File: config.mk
export PLATFORM = sky130hd
export DESIGN_NAME = scan_decoder_flat
export DESIGN_NICKNAME = d
export VERILOG_FILES = /design/src/rtl/scan_decoder_if.sv /design/src/rtl/scan_decoder.sv /design/src/flat_wrapper.sv
export SDC_FILE = /design/constraint.sdc
export NUM_CORES = 1
export LEC_CHECK = 0
export BUFFER_PORTS_ARGS = -buffer_cell sky130_fd_sc_hd__buf_2
export CORE_UTILIZATION = 55
export CTS_BUF_LIST = sky130_fd_sc_hd__clkbuf_4 sky130_fd_sc_hd__clkbuf_8
export CTS_CLUSTER_SIZE = 8
export DETAILED_ROUTE_END_ITERATION = 12
export MAX_ROUTING_LAYER = met4
export PLACE_DENSITY_LB_ADDON = 0.15
export SYNTH_ARGS = -nofsm -noshare
export SYNTH_HDL_FRONTEND = slang
export SYNTH_SLANG_ARGS = --single-unit
File: constraint.sdc
create_clock -name clk -period 3 [get_ports clk]
set_clock_uncertainty 0.1 [all_clocks]
set_input_delay 0.6 -clock clk [delete_from_list [all_inputs] [get_ports clk]]
set_output_delay 0.6 -clock clk [all_outputs]
set_load 0.02 [all_outputs]
File: src/rtl/scan_decoder_if.sv
// Bus between the control sequencer and scan_decoder: control strobes,
// select code and dwell in; one-hot select lines and scan status out.
interface scan_decoder_if #(
  parameter int SEL_W   = 3,
  parameter int DWELL_W = 4
);
  localparam int N = 2 ** SEL_W;

  logic               selbar;
  logic               clr;
  logic               load;
  logic               mode;
  logic [0:SEL_W-1]   dec;
  logic [DWELL_W-1:0] dwell;
  logic [0:N-1]       a;
  logic [0:SEL_W-1]   idx;
  logic               busy;
  logic               done;

  modport master (
    output selbar, clr, load, mode, dec, dwell,
    input  a, idx, busy, done
  );

  modport slave (
    input  selbar, clr, load, mode, dec, dwell,
    output a, idx, busy, done
  );
endinterface

File: src/rtl/scan_decoder.sv
// Registered binary-to-one-hot decoder with held direct select and auto-scan.
// Define SCAN_DECODER_TRISTATE_EN to float `a` while selbar is high.
module scan_decoder #(
  parameter int SEL_W   = 3,
  parameter int DWELL_W = 4
) (
  input logic           clk,
  input logic           rst,
  scan_decoder_if.slave bus
);
  localparam int N = 2 ** SEL_W;

  typedef enum logic [1:0] {
    IDLE = 2'd0,
    HOLD = 2'd1,
    SCAN = 2'd2
  } state_t;

  state_t             state, state_nxt;
  logic [0:N-1]       a_int, a_int_nxt;
  logic [0:SEL_W-1]   idx, idx_nxt;
  logic [0:SEL_W-1]   start, start_nxt;
  logic [DWELL_W-1:0] dwell_r, dwell_r_nxt;
  logic [DWELL_W-1:0] cnt, cnt_nxt;
  logic               busy, busy_nxt;
  logic               done, done_nxt;

  function automatic logic [0:N-1] onehot(input logic [0:SEL_W-1] code);
    onehot = {{(N-1){1'b0}}, 1'b1} << code;
  endfunction

  // State and datapath registers
  always_ff @(posedge clk or posedge rst) begin
    if (rst) begin
      state   <= IDLE;
      a_int   <= {N{1'b0}};
      idx     <= {SEL_W{1'b0}};
      start   <= {SEL_W{1'b0}};
      dwell_r <= {DWELL_W{1'b0}};
      cnt     <= {DWELL_W{1'b0}};
      busy    <= 1'b0;
      done    <= 1'b0;
    end else begin
      state   <= state_nxt;
      a_int   <= a_int_nxt;
      idx     <= idx_nxt;
      start   <= start_nxt;
      dwell_r <= dwell_r_nxt;
      cnt     <= cnt_nxt;
      busy    <= busy_nxt;
      done    <= done_nxt;
    end
  end

  // Next-state and datapath update; clr outranks load
  always_comb begin
    state_nxt   = state;
    a_int_nxt   = a_int;
    idx_nxt     = idx;
    start_nxt   = start;
    dwell_r_nxt = dwell_r;
    cnt_nxt     = cnt;
    done_nxt    = 1'b0;

    if (bus.clr) begin
      state_nxt = IDLE;
      a_int_nxt = {N{1'b0}};
      idx_nxt   = {SEL_W{1'b0}};
      cnt_nxt   = {DWELL_W{1'b0}};
    end else begin
      case (state)
        IDLE, HOLD: begin
          if (bus.load) begin
            idx_nxt   = bus.dec;
            a_int_nxt = onehot(bus.dec);
            if (bus.mode) begin
              state_nxt   = SCAN;
              start_nxt   = bus.dec;
              dwell_r_nxt = bus.dwell;
              cnt_nxt     = bus.dwell;
            end else begin
              state_nxt = HOLD;
            end
          end else begin
            state_nxt = state;
          end
        end
        SCAN: begin
          if (cnt != {DWELL_W{1'b0}}) begin
            cnt_nxt = cnt - {{(DWELL_W-1){1'b0}}, 1'b1};
          end else if (idx == start - {{(SEL_W-1){1'b0}}, 1'b1}) begin
            // Last index of the pass: idx is left on the final code
            state_nxt = IDLE;
            a_int_nxt = {N{1'b0}};
            done_nxt  = 1'b1;
          end else begin
            idx_nxt   = idx + {{(SEL_W-1){1'b0}}, 1'b1};
            a_int_nxt = onehot(idx + {{(SEL_W-1){1'b0}}, 1'b1});
            cnt_nxt   = dwell_r;
          end
        end
        default: begin
          state_nxt = IDLE;
          a_int_nxt = {N{1'b0}};
        end
      endcase
    end

    busy_nxt = (state_nxt == SCAN);
  end

`ifdef SCAN_DECODER_TRISTATE_EN
  assign bus.a = bus.selbar ? {N{1'bz}} : a_int;
`else
  assign bus.a = bus.selbar ? {N{1'b0}} : a_int;
`endif

  assign bus.idx  = idx;
  assign bus.busy = busy;
  assign bus.done = done;
endmodule

File: src/flat_wrapper.sv
// flat-port wrapper written by rule: the top's interface ports become plain ports
module scan_decoder_flat 
#(
  parameter int SEL_W   = 3,
  parameter int DWELL_W = 4
)
  (clk, rst, bus_selbar, bus_clr, bus_load, bus_mode, bus_dec, bus_dwell, bus_a, bus_idx, bus_busy, bus_done);
  scan_decoder_if #(.SEL_W(SEL_W), .DWELL_W(DWELL_W)) bus_i ();
  input logic clk;
  input logic rst;
  input wire logic [$bits(bus_i.selbar)-1:0] bus_selbar;
  input wire logic [$bits(bus_i.clr)-1:0] bus_clr;
  input wire logic [$bits(bus_i.load)-1:0] bus_load;
  input wire logic [$bits(bus_i.mode)-1:0] bus_mode;
  input wire logic [$bits(bus_i.dec)-1:0] bus_dec;
  input wire logic [$bits(bus_i.dwell)-1:0] bus_dwell;
  output wire logic [$bits(bus_i.a)-1:0] bus_a;
  output wire logic [$bits(bus_i.idx)-1:0] bus_idx;
  output wire logic [$bits(bus_i.busy)-1:0] bus_busy;
  output wire logic [$bits(bus_i.done)-1:0] bus_done;
  assign bus_i.selbar = bus_selbar;
  assign bus_i.clr = bus_clr;
  assign bus_i.load = bus_load;
  assign bus_i.mode = bus_mode;
  assign bus_i.dec = bus_dec;
  assign bus_i.dwell = bus_dwell;
  assign bus_a = bus_i.a;
  assign bus_idx = bus_i.idx;
  assign bus_busy = bus_i.busy;
  assign bus_done = bus_i.done;
  scan_decoder #(.SEL_W(SEL_W), .DWELL_W(DWELL_W)) u_core (.clk(clk), .rst(rst), .bus(bus_i));
endmodule
# Word-level counts from Yosys, hierarchy flattened
# Index checks and enable logic that the tools add are counted.
[classes] add_sub_neg=3 multipliers=0 n_div=0 magnitude_cmp=0 n_eq_ne=9 shift=2 mux=27 n_bitwise=1 reduce_logical=8
[op_table] op="2-to-1 mux 8 bit" count=5
[op_table] op="2-to-1 mux 4 bit" count=5
[op_table] op="case mux 8 bit (2 select lines)" count=1
[op_table] op="left shift 1 x 3 -> 8 bit (first input constant)" count=2
[op_table] op="2-to-1 mux 3 bit" count=4
[op_table] op="!= test 3 bit (second input constant)" count=4
[op_table] op="AND reduction 4 bit" count=3
[op_table] op="2-to-1 mux 2 bit" count=5
[op_table] op="case mux 4 bit (2 select lines)" count=1
[op_table] op="case mux 3 bit (2 select lines)" count=1
[op_table] op="equality test 2 bit (second input constant)" count=2
[op_table] op="2-to-1 mux 1 bit" count=4
[op_table] op="!= test 4 x 3 -> 1 bit (second input constant)" count=1
[op_table] op="case mux 2 bit (2 select lines)" count=1
[op_table] op="nonzero test 4 bit" count=1
[op_table] op="subtractor 4 x 1 -> 4 bit (second input constant)" count=1
[op_table] op="adder 3 x 1 -> 3 bit (second input constant)" count=1
[op_table] op="equality test 3 bit" count=1
[op_table] op="nonzero test 3 bit" count=1
[op_table] op="subtractor 3 x 1 -> 3 bit (second input constant)" count=1
[op_table] op="equality test 2 x 1 -> 1 bit (second input constant)" count=1
[op_table] op="zero test 2 bit" count=1
[op_table] op="AND reduction 2 bit" count=1
[op_table] op="OR reduction 2 bit" count=1
[op_table] op="NOT 1 bit" count=1
[totals] reg_bits=26 latchBits=0 ramBits=0 rom_bits=0 in_bits=13 out_inout_bits=13 wordCells=58 n_memories=0

# Depth between registers and ports, before layout
[depth] word_depth=7 depth_mapped=9

# Least setup slack after synthesis
# OpenSTA, ideal clock, no wires.
[synth_path] kind="register to register" startpoint="reg u_core.cnt[0]" endpoint="reg u_core.cnt[0]" arrival_ns=1.760 t_required_ns=2.768 slack_ns=1.008 path_stages_with_launch=8 period_less_slack_ns=1.992 cell_sequence="dfrtp_1 -> inv_1 -> ha_1 -> or3b_1 -> buf_6 -> or3_4 -> a22oi_1 -> nor2_1"
[synth_between] elab_chain_cells=4 elab_cells_between_ends=7
[synth_rtl] item="start: declaration" line="scan_decoder.sv:24" source="logic [DWELL_W-1:0] cnt, cnt_nxt;"
[synth_rtl] item="start signal: assignment" line="scan_decoder.sv:40" source="cnt <= {DWELL_W{1'b0}};"
[synth_rtl] item="start signal: assignment" line="scan_decoder.sv:49" source="cnt <= cnt_nxt;"
[synth_rtl] item="subtractor 4 x 1 -> 4 bit / nonzero test 4 bit (equally long branches)" line="scan_decoder.sv:90, scan_decoder.sv:89"
[synth_rtl] item="2-to-1 mux 4 bit" line="scan_decoder.sv:89" source="if (cnt != {DWELL_W{1'b0}}) begin"
[synth_rtl] item="case mux 4 bit (2 select lines)" line="scan_decoder.sv:71" source="case (state)"
[synth_rtl] item="2-to-1 mux 4 bit" line="scan_decoder.sv:65" source="if (bus.clr) begin"
# Several ways; a longest one is shown, not always the timed one.
# A chain may end at the register's enable or synchronous reset.

# Worst setup path after layout
[layout_path] startpoint="reg u_core.cnt[0]" endpoint="reg u_core.a_int[5] (netlist bit)"
[layout_between] elab_chain_cells=3
[layout_rtl] item="nonzero test 4 bit" line="scan_decoder.sv:89"
[layout_rtl] item="!= test 3 bit (no line)"
[layout_rtl] item="AND reduction 2 bit (no line)"
[layout_rtl] item="end signal: assignment" line="scan_decoder.sv:36" source="a_int <= {N{1'b0}};"
[layout_rtl] item="end signal: assignment" line="scan_decoder.sv:45" source="a_int <= a_int_nxt;"
[layout_rtl] item="end: declaration" line="scan_decoder.sv:20" source="logic [0:N-1] a_int, a_int_nxt;"
# No other way between the ends.

==> summary.md <==
| Metric | Value |
|---|---|
| Outcome | completed |
| Antenna viol nets, final | 0 |
| DP HPWL | 2.61 mm |
| CP Max Fanout | 9 |
| Initial Util | 0.583 |
| Final WL | 3.53 mm |
| Reg area | around 650 um^2 |
| Final setup viols | 0 |
| Yosys reg bits | 26 |
| Fin nets | 213 |
| CTS tree | built |
| FFs w/ async S/R, synth | 1.00 |
| Worst IR Drop VDD | approximately 0.00038 V |
| Io pins | 26 |
| Slew headroom | 0.331 |
| Share of final-layout standard cells stronger than drive strength 1 | 0.234 |
| Sequential-to-total area share from yosys stat | 0.405 |
| Worst endpoint required time | approximately 3.2 ns |
| Unrepaired setup endpoints after global routing | no |
| Max Fclk | 433 MHz |
| Tot Pwr | slightly below 1 mW |
| Element type at the critical path end | register |
| Post-synth EDFFs | 0 |
| Post-Syn Nets | between 150 and 200 |
| Most frequent cells in the layout | dfrtp_1, buf_2, nor2_1 |
| Core Rows | 19 |
| Max-cap viol count | 0 |
| Number of global-route vias before repair | roughly 1.3k |
| Pwr per Cell Area | between 500 and 600 mW/mm^2 |
| Core footprint | 0.00276 mm^2 |
| Final hold violations | 0 |
| Largest net degree at the start of global routing | 27 |
| Syn. warnings | 0 |
| Data arrival, critical path | between 2 and 2.5 ns |
| Final number of max-transition violations | 0 |
| Buffers on Ports | 25 |
| Worst Hold Class | in2async |
| Final period util | 0.769 |
| Tot GR Track Use | 0.251 |
| Die X | between 50 and 60 um |
| Die Y | 56.0 um |
| WHS | 0.388 ns |
| Synthesized area | roughly 0.0016 mm^2 |
| Setup TNS | 0 ns |
| Vias | around 1.3k |
| Fillers | 233 |
| Grt ovf | 0 |
| Latest clock arrival within the worst-skew pair | about 0.32 ns |
| Startpoint Class | register |
| Critical path type | reg2reg |
| Minimum clock period | around 2.3 ns |
| Num CTS Buffers | 3 |
| Unique masters post-synth | 46 |
| Top FF cell, synth | dfrtp_1 |
| Routability cong. | between 0.9 and 1 |
| Area Overhead vs Synth | 11.2% |
| Worst-path clk slew | around 0.15 ns |
| Initial antenna violation count | 0 |
| Post-CTS Setup Inserts | 0 |
| Worst slack at placement | 0.730 ns |
| Post-CTS Hold Buffers | 0 |
| Drt pass-1 iters | 4 |
| Leak | 0.847 nW |
| Slew @ Worst Pin | approximately 1.0 ns |
| Resize count post-CTS | 0 |
| WL per Instance | ~16 um |
| Root buf cell | clkbuf_4 |
| Starting DRT DRC Count | between 50 and 60 |
| DRC | 0 |
| Multi-input gate area in the final layout | around 880 um^2 |
| Fin util | 0.648 |
| Full die area | about 0.0031 mm^2 |
| First-pass GRT wire length | around 6.1 mm |
| Syn_area_per_cell | 9.51 um^2 |
| Vias per cell | roughly 6.0 |
| Mapped Cells | ~170 |
| Commonest non-fill, non-tap cell in the layout | dfrtp_1 |
| Max Buffers Root-to-Sink | 2 |
| Htree depth | 1 |
| Clock Sinks | 26 |
| Final Worst Setup Slack | approximately 0.69 ns |
| ANT cells | 0 |
==> synth_stat cells, drive strengths merged, types with 2 or more instances <==
cell,instances,share of area
dfrtp,26,0.40
nor2,19,0.046
a21oi,10,0.038
nor2b,10,0.039
nand2,9,0.021
inv,8,0.019
o21ai,8,0.025
a31oi,7,0.031
ha,7,0.055
nor3,7,0.025
a211oi,6,0.037
mux2,5,0.035
buf,4,0.020
nand2b,4,0.016
clkbuf,3,0.0070
o22ai,3,0.012
o31ai,3,0.014
or2b,3,0.015
xor2,3,0.016
a22oi,2,0.0093
and2,2,0.0078
nand3,2,0.0093
nor3b,2,0.0093
or2,2,0.0078
==> metal layers <==
layer  up-vias  wire length [um]  global-route usage
li1        648                 -                   -
met1       637              1620               0.349
met2        40              1700               0.388
met3         2               189              0.0233
met4         0                21              0.0871
met5         -                 0                   -
==> logic make-up after synthesis <==
group | after synthesis | synth area share
mux | 6 | 0.0413
flops | 26 | 0.405
compound gates | 44 | 0.192
xor+xnor | 4 | 0.0304
fa+ha+maj | 7 | 0.0545
buf+inv | 15 | 0.0459
simple gates | 67 | 0.231
==> area by class of cell <==
class | count | share of cell area
repair buffers | 26 | 0.0742
multi-input cells | 128 | 0.494
clock buffers | 3 | 0.0126
inverters | 8 | 0.0168
clock inverters | 1 | 0.0168
flip-flops and latches | 26 | 0.364
well taps | 31 | 0.0217
==> final timing paths <==
kind	start	to	slack (ns)	cells past startpoint
hold reg to reg	u_core.dwell_r[0]$_DFFE_PP0P_	u_core.dwell_r[0]$_DFFE_PP0P_	0.44	1
setup / recovery	u_core.cnt[0]$_DFFE_PP0P_	u_core.a_int[5]$_DFFE_PP0P_	0.69	7
max in group asynchronous	rst	u_core.start[1]$_DFFE_PP0P_	1.81	2
min in group clk	bus_mode	u_core.state[0]$_DFF_PP0_	0.39	2
hold / removal	rst	u_core.a_int[6]$_DFFE_PP0P_	0.39	2
setup reg to reg	u_core.cnt[0]$_DFFE_PP0P_	u_core.a_int[5]$_DFFE_PP0P_	0.69	7
==> through the flow <==
stage	area (um^2)	std cells
final	1790	223
after global routing	1790	223
after CTS	1790	223
after detailed placement	1730	219
after global placement	1730	219
after floorplan	1610	169
==> critical path, cell delays in order (launching register included) <==
cell	delay, ns
dfrtp_1	0.44
inv_1	0.08
ha_1	0.22
or3b_1	0.50
a21oi_4	0.29
or2_1	0.32
nor2_1	0.09
a211oi_2	0.19
==> report_power, final <==
group | switching [mW] | leakage, nW | internal, mW
registers | 0.0388 | 0.339 | 0.395
logic | 0.171 | 0.481 | 0.125
clock network | 0.108 | 0.0279 | 0.135
total | 0.318 | 0.847 | 0.655
==> sequential cells by signal, indices dropped and copies added, names as in the netlist <==
register,count
u_core.dwell_r,4
u_core.cnt,4
u_core.a_int,8
u_core.state,2
u_core.bus.idx,3
u_core.bus.done,1
u_core.bus.busy,1
u_core.start,3
Note: power is estimated with default switching activity, not from simulation.
